## config.mk

```make
export PLATFORM = sky130hd
export DESIGN_NAME = ecsu_hazard_fsm
export DESIGN_NICKNAME = d
export VERILOG_FILES = /design/src/rtl/ecsu_pkg.sv /design/src/rtl/ecsu_hazard_classify.sv /design/src/rtl/ecsu_hazard_fsm.sv
export SDC_FILE = /design/constraint.sdc
export NUM_CORES = 1
export LEC_CHECK = 0
export ABC_CLOCK_PERIOD_IN_PS = 8200
export BUFFER_PORTS_ARGS = -buffer_cell sky130_fd_sc_hd__buf_4
export CAP_MARGIN = 0
export CORE_MARGIN = 3
export CORE_UTILIZATION = 35
export CTS_BUF_LIST = sky130_fd_sc_hd__clkbuf_4
export DETAILED_ROUTE_END_ITERATION = 12
export PLACE_DENSITY = 0.63
export SLEW_MARGIN = 15
export SYNTH_ARGS = -nofsm -noshare
export SYNTH_HDL_FRONTEND = slang
export SYNTH_SLANG_ARGS = --single-unit
```

## constraint.sdc

```tcl
create_clock -name CLK -period 8.2 [get_ports CLK]
set_input_delay 0.41 -clock CLK [delete_from_list [all_inputs] [get_ports CLK]]
set_output_delay 0.41 -clock CLK [all_outputs]
set_load 0.005 [all_outputs]
```

## src/rtl/ecsu_pkg.sv

```systemverilog
// Shared definitions for the ECSU hazard block: state encoding, default
// thresholds and a helper that sizes the debounce counters.
package ecsu_pkg;

  typedef enum logic [1:0] {
    CLEAR     = 2'd0,
    ADVISORY  = 2'd1,
    SEVERE    = 2'd2,
    EMERGENCY = 2'd3
  } ecsu_state_e;

  localparam int unsigned DEF_WIND_W   = 6;
  localparam int unsigned DEF_TEMP_W   = 8;
  localparam int unsigned DEF_ADV_WIND = 10;
  localparam int unsigned DEF_SEV_WIND = 15;
  localparam int unsigned DEF_EMG_WIND = 20;
  localparam int          DEF_SEV_TEMP = 35;
  localparam int          DEF_EMG_TEMP = 40;
  localparam int unsigned DEF_ESC_CNT  = 2;
  localparam int unsigned DEF_CLR_CNT  = 3;

  // Width able to hold the larger of the two debounce limits.
  function automatic int unsigned cnt_width(input int unsigned a, input int unsigned b);
    int unsigned m;
    m = (a > b) ? a : b;
    return $clog2(m + 1);
  endfunction

endpackage

```

## src/rtl/ecsu_hazard_classify.sv

```systemverilog
// Combinational hazard classifier: maps one weather sample to a level 0..3.
// Ports: thunderstorm, wind, visibility (3 = worst), signed temperature in;
//        level_c (2-bit hazard level) out.
module ecsu_hazard_classify
  import ecsu_pkg::*;
#(
  parameter int unsigned WIND_W   = DEF_WIND_W,
  parameter int unsigned TEMP_W   = DEF_TEMP_W,
  parameter int unsigned ADV_WIND = DEF_ADV_WIND,
  parameter int unsigned SEV_WIND = DEF_SEV_WIND,
  parameter int unsigned EMG_WIND = DEF_EMG_WIND,
  parameter int          SEV_TEMP = DEF_SEV_TEMP,
  parameter int          EMG_TEMP = DEF_EMG_TEMP
) (
  input  logic              thunderstorm,
  input  logic [WIND_W-1:0] wind,
  input  logic [1:0]        visibility,
  input  logic [TEMP_W-1:0] temperature,
  output logic [1:0]        level_c
);

  localparam logic [WIND_W-1:0] ADV_W_L = WIND_W'(ADV_WIND);
  localparam logic [WIND_W-1:0] SEV_W_L = WIND_W'(SEV_WIND);
  localparam logic [WIND_W-1:0] EMG_W_L = WIND_W'(EMG_WIND);

  // Signed limits; comparing both directions avoids abs() overflow at the most negative value.
  localparam logic signed [TEMP_W-1:0] SEV_HI = TEMP_W'(SEV_TEMP);
  localparam logic signed [TEMP_W-1:0] SEV_LO = TEMP_W'(-SEV_TEMP);
  localparam logic signed [TEMP_W-1:0] EMG_HI = TEMP_W'(EMG_TEMP);
  localparam logic signed [TEMP_W-1:0] EMG_LO = TEMP_W'(-EMG_TEMP);

  logic signed [TEMP_W-1:0] temp_s;
  logic emg_c, sev_c, adv_c;

  assign temp_s = $signed(temperature);

  assign emg_c = (temp_s > EMG_HI) || (temp_s < EMG_LO) || (wind > EMG_W_L);
  assign sev_c = thunderstorm || (temp_s > SEV_HI) || (temp_s < SEV_LO) ||
                 (wind > SEV_W_L) || (visibility == 2'd3);
  assign adv_c = (wind > ADV_W_L) || (visibility != 2'd0);

  // Highest matching level wins.
  always_comb begin
    level_c = 2'd0;
    if (emg_c)      level_c = 2'd3;
    else if (sev_c) level_c = 2'd2;
    else if (adv_c) level_c = 2'd1;
  end

endmodule

```

## src/rtl/ecsu_hazard_fsm.sv

```systemverilog
// ECSU hazard state machine with escalation/clear debounce and sticky emergency.
// Ports: CLK, RST (sync, active-high), sample_valid, thunderstorm, wind,
//        visibility, temperature, alert_ack in; severe_weather,
//        emergency_landing_alert, ECSU_state, state_change out (all registered).
module ecsu_hazard_fsm
  import ecsu_pkg::*;
#(
  parameter int unsigned WIND_W   = DEF_WIND_W,
  parameter int unsigned TEMP_W   = DEF_TEMP_W,
  parameter int unsigned ADV_WIND = DEF_ADV_WIND,
  parameter int unsigned SEV_WIND = DEF_SEV_WIND,
  parameter int unsigned EMG_WIND = DEF_EMG_WIND,
  parameter int          SEV_TEMP = DEF_SEV_TEMP,
  parameter int          EMG_TEMP = DEF_EMG_TEMP,
  parameter int unsigned ESC_CNT  = DEF_ESC_CNT,
  parameter int unsigned CLR_CNT  = DEF_CLR_CNT
) (
  input  logic              CLK,
  input  logic              RST,
  input  logic              sample_valid,
  input  logic              thunderstorm,
  input  logic [WIND_W-1:0] wind,
  input  logic [1:0]        visibility,
  input  logic [TEMP_W-1:0] temperature,
  input  logic              alert_ack,
  output logic              severe_weather,
  output logic              emergency_landing_alert,
  output logic [1:0]        ECSU_state,
  output logic              state_change
);

  localparam int unsigned      CNT_W   = cnt_width(ESC_CNT, CLR_CNT);
  localparam logic [CNT_W-1:0] ESC_LIM = CNT_W'(ESC_CNT);
  localparam logic [CNT_W-1:0] CLR_LIM = CNT_W'(CLR_CNT);

  logic [1:0]       level_c;
  ecsu_state_e      state_q, state_n;
  logic [CNT_W-1:0] esc_q, esc_n, clr_q, clr_n;
  logic [CNT_W-1:0] esc_inc_c, clr_inc_c;

  ecsu_hazard_classify #(
    .WIND_W  (WIND_W),
    .TEMP_W  (TEMP_W),
    .ADV_WIND(ADV_WIND),
    .SEV_WIND(SEV_WIND),
    .EMG_WIND(EMG_WIND),
    .SEV_TEMP(SEV_TEMP),
    .EMG_TEMP(EMG_TEMP)
  ) u_classify (
    .thunderstorm(thunderstorm),
    .wind        (wind),
    .visibility  (visibility),
    .temperature (temperature),
    .level_c     (level_c)
  );

  // Saturating increments so the counters can never wrap.
  assign esc_inc_c = (esc_q == '1) ? esc_q : esc_q + CNT_W'(1);
  assign clr_inc_c = (clr_q == '1) ? clr_q : clr_q + CNT_W'(1);

  // Next state and counters for a qualified sample.
  always_comb begin
    state_n = state_q;
    esc_n   = esc_q;
    clr_n   = clr_q;
    if ((level_c == 2'd3) || (state_q == EMERGENCY)) begin
      // Level 3 jumps in immediately; EMERGENCY leaves only on an acknowledged lower sample.
      esc_n = '0;
      clr_n = '0;
      if (level_c == 2'd3)  state_n = EMERGENCY;
      else if (alert_ack)   state_n = SEVERE;
    end else if (level_c > 2'(state_q)) begin
      clr_n = '0;
      esc_n = esc_inc_c;
      if (esc_inc_c >= ESC_LIM) begin
        state_n = ecsu_state_e'(level_c);
        esc_n   = '0;
      end
    end else if (level_c < 2'(state_q)) begin
      esc_n = '0;
      clr_n = clr_inc_c;
      if (clr_inc_c >= CLR_LIM) begin
        state_n = ecsu_state_e'(2'(state_q) - 2'd1);
        clr_n   = '0;
      end
    end else begin
      esc_n = '0;
      clr_n = '0;
    end
  end

  // State, counters and registered outputs; state_change is a single-cycle pulse.
  always_ff @(posedge CLK) begin
    if (RST) begin
      state_q                 <= CLEAR;
      esc_q                   <= '0;
      clr_q                   <= '0;
      severe_weather          <= 1'b0;
      emergency_landing_alert <= 1'b0;
      state_change            <= 1'b0;
    end else begin
      state_change <= 1'b0;
      if (sample_valid) begin
        state_q                 <= state_n;
        esc_q                   <= esc_n;
        clr_q                   <= clr_n;
        severe_weather          <= (state_n == SEVERE) || (state_n == EMERGENCY);
        emergency_landing_alert <= (state_n == EMERGENCY);
        state_change            <= (state_n != state_q);
      end
    end
  end

  assign ECSU_state = 2'(state_q);

endmodule

```

==> impl_metrics.json, run 1 <==
{
  "status": "finished, final reports clean",
  "pwr-share-clk_pct": 32.4,
  "cts_setup_buffers": 0,
  "rsz0062_at_grt": "no",
  "avgSynthCellArea_um2": 8.133,
  "clock_path_buffers": 2,
  "htree_levels": 1,
  "syn_inst": 80,
  "crit_type": "input pin to flop",
  "grt_max_degree": 10,
  "synthDistinctLibCells": 35,
  "die_area_mm2": 0.002412,
  "antenna_found_initial": 0,
  "max_freq_mhz": 321.0,
  "hold_violations": 0,
  "p_total_uw": 116.3,
  "hold_class": "input pin to flop",
  "maxCapViolCount": 0,
  "coreArea_mm2": 0.001629,
  "rr_startpoint": "ECSU_state[1]$_SDFFE_PP0P_",
  "vias_per_cell": 5.212,
  "swShare_pct": 27.36,
  "yosysSeqAreaShare_pct": 27.69,
  "setup_tns_ns": 0,
  "numCtsBuffers": 3,
  "first_pass_iters": 4,
  "die_width_um": 49.12,
  "seq_power_share_pct": 41.9,
  "synth_edf_count": 0,
  "synth_ff_type": "dfxtp_1",
  "p_int_uw": 84.47,
  "relSlewSlack_pct": 65.64,
  "yosys_warnings": 0,
  "portBuffers": 25,
  "setup_viol": 0,
  "synth_seq_cells": 9,
  "regArea_um2": 180.2,
  "post_drt_wl_per_cell_um": 11.87,
  "critPathArrivalTime_ns": 3.26,
  "cts.sinks": 9,
  "die_h_um": 49.12,
  "required_ns": 8.35,
  "finalClockSkew_ns": 0.007397,
  "peakVddDrop_mv": 0.1042,
  "ioPinCount": 26,
  "dr_total_vias": 688,
  "postSynthNetCount": 104,
  "holdPathStages": 2,
  "start_util_pct": 39.94,
  "end_kind": "flop",
  "route.antenna.remaining_nets": 0,
  "finalMaxSlewViolations": 0,
  "p_per_area_mw_per_mm2": 130.0,
  "critPathLaunchType": "input pin",
  "grt_pass1_vias": 609,
  "drive_above_1_share_pct": 30.56,
  "rows": 14,
  "rrSetupSlack_ns": 5.64,
  "fin_area_um2": 894.6,
  "pwr-share-comb_pct": 25.7,
  "crit_path_max_fanout": 4,
  "worst_slew_pin_slew_ns": 0.5074,
  "fillers": 165,
  "placed_area_um2": 864.6,
  "hold_buffers": 0,
  "r2r-end": "state_change$_SDFF_PP0_",
  "p_switching_uw": 31.82,
  "period_share_pct": 37.99,
  "postRouteWirelength_mm": 1.567,
  "multi_input_area_um2": 444.2,
  "track_usage_pct": 14.06,
  "grt_overflow": 0,
  "fin_crit_ns": 3.115,
  "synthArstFlopShare_pct": 0,
  "gp_congestion": 0.7699,
  "min_from": "RST",
  "dpl.hpwl_mm": 1.274,
  "syn2layout_area_growth_pct": 37.50,
  "drt_iter0_markers": 8,
  "cts_root_buf": "clkbuf_4",
  "antenna_cells": 0,
  "post_cts_resized": 0,
  "num-nets-final": 133,
  "ff2ff_path_depth": 9,
  "clk_pin_slew_ns": 0.06,
  "cts_tree": "done",
  "route.detailed.drc": 0,
  "p_leak_nw": 0.3926,
  "syn_area_um2": 650.6,
  "grt_pass1_wl_mm": 2.622,
  "clock_latency_ns": 0.26,
  "min_to": "clr_q[1]$_SDFFE_PP0P_"
}
-- final cells by class --
cell class	instances	share of cell area, %
Tap cell	24	3.357
Sequential cell	9	20.14
Timing Repair Buffer	25	20.98
Clock buffer	4	3.357
Multi-Input combinational cell	64	49.65
Inverter	6	2.517
-- critical path, cell delays in order --
cell,delay [ns]
buf_4,0.12
a2111o_1,0.41
o31ai_2,0.12
and3_1,0.28
inv_1,0.05
ha_1,0.30
nor2b_1,0.16
o221a_1,0.27
o31ai_1,0.24
a21oi_1,0.06
a311oi_1,0.42
xnor2_1,0.12
a211o_1,0.29
-- layer usage --
metal | vias to the layer above | global-route usage (%) | part of all wire, %
met1 | 310 | 17.46 | 48
met4 | 0 | 4.265 | 0.64
met3 | 2 | 5.505 | 4.3
li1 | 363 | - | -
met5 | - | 0 | 0
met2 | 13 | 22.10 | 47
-- flip-flops by register name (all words and copies together), names as in the netlist --
register and flops:
state_change 1, emergency_landing_alert 1, ECSU_state 2, clr_q 2, severe_weather 1, esc_q 2
-- cells in the final DEF (no fill, tap or decap), drive strengths merged, types with 3 or more instances in the layout --
cell type / n
buf: 25
dfxtp: 9
nand2: 8
nor2: 7
inv: 6
a21oi: 6
o21ai: 5
clkbuf: 4
nor2b: 3
nand2b: 3
ha: 3
-- worst max path at each step --
stage                         startpoint                      end  slack (ns)  cells after the start
after floorplan           temperature[5]  state_change$_SDFF_PP0_        5.19                     12
after global placement    temperature[5]  state_change$_SDFF_PP0_        4.86                     13
after detailed placement  temperature[5]  state_change$_SDFF_PP0_        4.82                     13
after CTS                 temperature[5]  state_change$_SDFF_PP0_        5.08                     13
after global routing      temperature[5]  state_change$_SDFF_PP0_        4.87                     13
final                     temperature[5]  state_change$_SDFF_PP0_        5.08                     13
-- power by group through the flow --
stage	clock, mW	sequential [mW]	combinational (mW)
final	0.0377	0.0487	0.0299
after global routing	0.0429	0.0490	0.0333
after CTS	0.0397	0.0486	0.0300
after detailed placement	0	0.0496	0.0299
after global placement	0	0.0496	0.0295
after floorplan	0	0.0493	0.0145
-- stage by stage --
stage	hold WS, ns	util, %	setup WS, ns	std cells
final	0.3501	54.92	5.085	132
after CTS	0.3387	54.92	5.085	132
after global placement	0.4316	53.07	4.860	128
after detailed placement	0.4382	53.07	4.822	128
after global routing	0.3417	54.92	4.874	132
after floorplan	0.4388	-	5.191	80
-- synthesized netlist by cell type, types with 2 or more instances --
master,n,area [µm²]
dfxtp_1,9,180.2
nand2_1,8,30.03
nor2_1,7,26.28
a21oi_1,6,30.03
inv_1,6,22.52
o21ai_0,4,20.02
ha_1,3,37.54
nand2b_1,3,18.77
nor2b_1,3,18.77
a211o_1,2,17.52
a41oi_1,2,17.52
and3_1,2,12.51
nand4_1,2,12.51
o311ai_1,2,17.52
-- cells by family (layout without fill, tap and decap cells) --
family,count (synthesis),after routing,synth area share [%]
xor gates and xnor gates,1,1,1.346
adders and majority gates,3,3,5.770
and+or+nand+nor,34,34,31.15
DFF,9,9,27.69
buffers and inverters,7,35,4.038
AOI/OAI and AO/OA,26,26,30.00
No activity file was read; power rests on OpenSTA's default activity.
==> run 2: changes to the inputs <==
- ABC_CLOCK_PERIOD_IN_PS: 8200 -> 2600
- PLACE_DENSITY: 0.63 -> 0.65
- clock period: 8.2 -> 2.6 ns (I/O delays scaled with it)
==> run 2 against run 1 <==
  * Die area did not move
  * Combinational power rose to 4.2 times the previous value
  * Final area up 19%
  * Via count up 10%
  * Sequential cell count is the same
  * Sequential share of layout area down 3.2 points
  * Highest routed layer is now met3
==> impl_metrics.json, run 2 (synthesis results as in run 1) <==
{
  "status": "finished, final reports clean",
  "maxCapViolCount": 0,
  "wl_met2_um": 773,
  "fillers": 140,
  "gp_congestion": 0.7941,
  "relSlewSlack_pct": 72.60,
  "crit_path_max_fanout": 3,
  "track_usage_pct": 15.02,
  "route.met3.wl_um": 56,
  "portBuffers": 25,
  "clock_path_buffers": 2,
  "post_cts_resized": 0,
  "fin_crit_ns": 2.441,
  "critPathLaunchType": "input pin",
  "ioPinCount": 26,
  "clock_latency_ns": 0.26,
  "max_freq_mhz": 409.7,
  "peakVddDrop_mv": 0.3584,
  "dr_total_vias": 757,
  "finalMaxSlewViolations": 0,
  "highest_layer": "met3",
  "die_h_um": 49.12,
  "worst_slew_pin_slew_ns": 0.4046,
  "dpl.hpwl_mm": 1.438,
  "syn2layout_area_growth_pct": 63.65,
  "grt_pass1_wl_mm": 2.898,
  "antenna_found_initial": 0,
  "route.detailed.drc": 0,
  "cts_setup_buffers": 0,
  "hold_buffers": 0,
  "start_util_pct": 39.94,
  "coreArea_mm2": 0.001629,
  "multi_input_area_um2": 501.7,
  "mostFrequentLayoutCells": "buf_4 (40), dfxtp_1 (9), nand2_1 (8), nor2_1 (7)",
  "rows": 14,
  "clk_pin_slew_ns": 0.06,
  "grt_overflow": 0,
  "required_ns": 2.75,
  "postRouteWirelength_mm": 1.698,
  "die_area_mm2": 0.002412,
  "cts_tree": "done",
  "drt_iter0_markers": 18,
  "route.antenna.remaining_nets": 0,
  "hold_violations": 0,
  "placed_area_mm2": 0.001020,
  "finalClockSkew_ns": 0.002665,
  "post_drt_wl_per_cell_um": 11.55,
  "p_leak_nw": 0.4736,
  "whs_ns": 0.07156,
  "fin_area_mm2": 0.001065,
  "end_kind": "flop",
  "drive_above_1_share_pct": 45.53,
  "htree_levels": 1,
  "hold_class": "input pin to flop",
  "num-nets-final": 148,
  "regArea_um2": 180.2,
  "grt_max_degree": 10,
  "cts_root_buf": "clkbuf_4",
  "final_common_cell": "buf_4",
  "period_share_pct": 93.88,
  "first_pass_iters": 4,
  "critPathArrivalTime_ns": 2.59,
  "vias_per_cell": 5.150,
  "wl_met1_um": 868,
  "cts.sinks": 9,
  "crit_type": "input pin to flop",
  "p_per_area_mw_per_mm2": 367.5,
  "setup_viol": 0,
  "numCtsBuffers": 3,
  "grt_pass1_vias": 671,
  "antenna_cells": 0,
  "rsz0062_at_grt": "no",
  "die_width_um": 49.12
}
==> run 2: routing by layer <==
layer	vias to the layer above	global-route usage [%]
met2	14	22.77
met5	-	0
met1	349	20.81
li1	394	-
met3	0	4.587
met4	0	2.844
==> run 2: final timing paths <==
kind | slack [ns] | endpoint | from | depth (start not counted)
max | 0.16 | state_change$_SDFF_PP0_ | temperature[4] | 13
min | 0.07 | esc_q[0]$_SDFFE_PP0P_ | RST | 2
max reg2reg | 0.45 | state_change$_SDFF_PP0_ | ECSU_state[1]$_SDFFE_PP0P_ | 9
min reg2reg | 0.44 | severe_weather$_SDFFE_PP0P_ | severe_weather$_SDFFE_PP0P_ | 2
==> run 2: critical path, stage by stage <==
cell and delay [ns]:
buf_4 0.11, a2111o_1 0.44, o31ai_4 0.07, and3_4 0.23
inv_2 0.04, ha_4 0.21, nor2b_2 0.15, o221a_1 0.26
o31ai_1 0.21, a21oi_1 0.08, a311oi_2 0.27, xnor2_1 0.12
a211o_1 0.25
==> run 2: layout make-up <==
cell class / count / share of cell area (%)
repair buffers: 40 / 28.20
well taps: 24 / 2.820
clock buffers: 4 / 2.820
inverters: 6 / 2.115
multi-input cells: 64 / 47.12
flip-flops and latches: 9 / 16.92
==> run 2: power by group <==
group / switching, mW / total, mW / internal (mW)
clock network: 0.0465 / 0.116 / 0.0694
registers: 0.00393 / 0.150 / 0.146
logic: 0.0560 / 0.126 / 0.0698
==> run 2: per-stage QoR <==
stage	setup TNS, ns	util, %	instances	power, mW	setup WS, ns
final	0	65.36	147	0.3913	0.1592
after global routing	0	65.36	147	0.4176	0.008636
after CTS	0	64.44	147	0.3951	0.09518
after detailed placement	-0.3141	62.60	143	0.2757	-0.1667
after global placement	-0.08410	62.60	143	0.2732	-0.08410
after floorplan	0	-	80	0.2081	0.01787
==> run 3: changes to the inputs <==
- ABC_CLOCK_PERIOD_IN_PS: 2600 -> 2400
- PLACE_DENSITY: 0.65 -> 0.63
- TNS_END_PERCENT: default -> 5
- clock period: 2.6 -> 2.4 ns (I/O delays scaled with it)
==> run 3 against run 2 <==
  * The run now ends with negative setup slack left
  * Sequential share of layout area shrank 0.96 points
  * Core utilization increased by 3.9 points
  * Worst hold slack got worse by 0.0074 ns
  * Global-route usage grew 0.74 points
  * Total power is 13% higher
  * Critical endpoint unchanged
==> impl_metrics.json, run 3 (synthesis results as in run 1) <==
{
  "dr_total_vias": 753,
  "rsz0062_at_grt": "yes",
  "clk_pin_slew_ns": 0.06,
  "grt_overflow": 0,
  "whs_ns": 0.06416,
  "start_util_pct": 39.94,
  "die_width_um": 49.12,
  "syn2layout_area_growth_pct": 73.46,
  "grt_pass1_wl_mm": 3.022,
  "dpl.hpwl_mm": 1.463,
  "setup_viol": 1,
  "crit_type": "input pin to flop",
  "post-place-cells": 144,
  "route.detailed.drc": 0,
  "end_kind": "flop",
  "cts_root_buf": "clkbuf_4",
  "first_pass_iters": 4,
  "cp_slowest_cell": "a2111o_1",
  "crit_path_max_fanout": 3,
  "hold_violations": 0,
  "die_h_um": 49.12,
  "p_per_area_mw_per_mm2": 392.1,
  "status": "finished, violations left",
  "antenna_cells": 0,
  "ioPinCount": 26,
  "cp_top_family": "compound AO/OA/AOI/OAI gates",
  "cp_num_buf_inv": 1,
  "grt_pass1_vias": 710,
  "period_share_pct": 101.2,
  "coreArea_mm2": 0.001629,
  "route.antenna.remaining_nets": 0,
  "mostFrequentLayoutCells": "buf_4 (41), dfxtp_1 (9), nand2_1 (8), nor2_1 (7), a21oi_1 (6)",
  "finalMaxSlewViolations": 0,
  "numCtsBuffers": 3,
  "setup_ws_ns": -0.02902,
  "gp_congestion": 0.7718,
  "stdcell_count": 149,
  "critPathArrivalTime_ns": 2.58,
  "worst_slew_pin_slew_ns": 0.3723,
  "htree_levels": 1,
  "required_ns": 2.55,
  "grt_max_degree": 10,
  "failed_checks": "negative setup slack",
  "peakVddDrop_mv": 0.4093,
  "regArea_um2": 180.2,
  "maxCapViolCount": 0,
  "fillers": 138,
  "die_area_mm2": 0.002412,
  "cts_tree": "done",
  "num-nets-final": 150,
  "cts.sinks": 9,
  "final_common_cell": "buf_4",
  "drt_iter0_markers": 11,
  "post_drt_wl_per_cell_um": 12.60,
  "relSlewSlack_pct": 74.92,
  "max_freq_mhz": 411.7,
  "hold_class": "input pin to flop",
  "portBuffers": 25,
  "multi_input_area_um2": 546.8,
  "vias_per_cell": 5.054,
  "max_stage_delay_ns": 0.44,
  "track_usage_pct": 15.77,
  "fin_crit_ns": 2.429,
  "critPathLaunchType": "input pin",
  "clock_latency_ns": 0.26,
  "drive_above_1_share_pct": 51.20,
  "antenna_found_initial": 0,
  "path_cells": "buf_4 -> a2111o_1 -> o31ai_4 -> and3_4 -> a21oi_1 -> ha_2 -> nand2b_4 -> and3_4 -> o31ai_2 -> a21oi_1 -> a311oi_2 -> xnor2_1 -> a211o_1",
  "rows": 14,
  "p_leak_nw": 0.4987,
  "finalClockSkew_ns": 0.0004913,
  "postRouteWirelength_mm": 1.877,
  "clock_path_buffers": 2
}
## run 3: cell count changes in the layout (fill, tap and decap cells not counted), sizes merged
cell | before | now
buf | 40 | 42
## run 3: where the power goes
part,internal [mW],switching (mW)
logic,0.0842,0.0667
clock network,0.0754,0.0539
registers,0.158,0.00449
total,0.317,0.125
## run 3: per-layer routing
| layer | up-vias | global-route usage [%] | share of wire [%] |
|---|---|---|---|
| met5 | - | 0 | 0 |
| met4 | 0 | 1.422 | 0 |
| met3 | 0 | 6.422 | 4.4 |
| met2 | 12 | 22.32 | 43 |
| met1 | 344 | 22.75 | 53 |
| li1 | 397 | - | - |
## run 3: final cells by class
cell class	instances	share of cell area (%)
Clock buffer	4	2.661
Inverter	6	1.996
Multi-Input combinational cell	64	48.45
Sequential cell	9	15.96
Tap cell	24	2.661
Timing Repair Buffer	42	28.27
## run 3: through the flow
| stage | instance area [µm²] | TNS (ns) | total power [mW] | util [%] | setup WS [ns] |
|---|---|---|---|---|---|
| after floorplan | 705.7 | -0.1424 | 0.2276 | - | -0.1424 |
| after CTS | 1086 | 0 | 0.4344 | 66.67 | 0.01912 |
| final | 1129 | -0.02902 | 0.4425 | 69.28 | -0.02902 |
| after global routing | 1129 | -0.08344 | 0.4743 | 69.28 | -0.08344 |
| after global placement | 1040 | -0.9058 | 0.3013 | 63.82 | -0.2990 |
| after detailed placement | 1040 | -1.084 | 0.3029 | 63.82 | -0.3460 |
## run 3: worst paths after layout
path | startpoint | endpoint | slack [ns] | depth (start not counted)
worst max-delay path | temperature[4] | state_change$_SDFF_PP0_ | -0.03 | 13
worst min-delay path | RST | clr_q[0]$_SDFFE_PP0P_ | 0.06 | 2
worst max register to register | ECSU_state[1]$_SDFFE_PP0P_ | state_change$_SDFF_PP0_ | 0.26 | 9
worst min register to register | severe_weather$_SDFFE_PP0P_ | severe_weather$_SDFFE_PP0P_ | 0.44 | 2
## run 3: repair_timing
action / CTS / global route
setup endpoints to repair: 1 / 3
pin swaps: 6 / 5
resized for setup: 1 / 7
buffers inserted: 1 / 0
hold buffers: 0 / 0
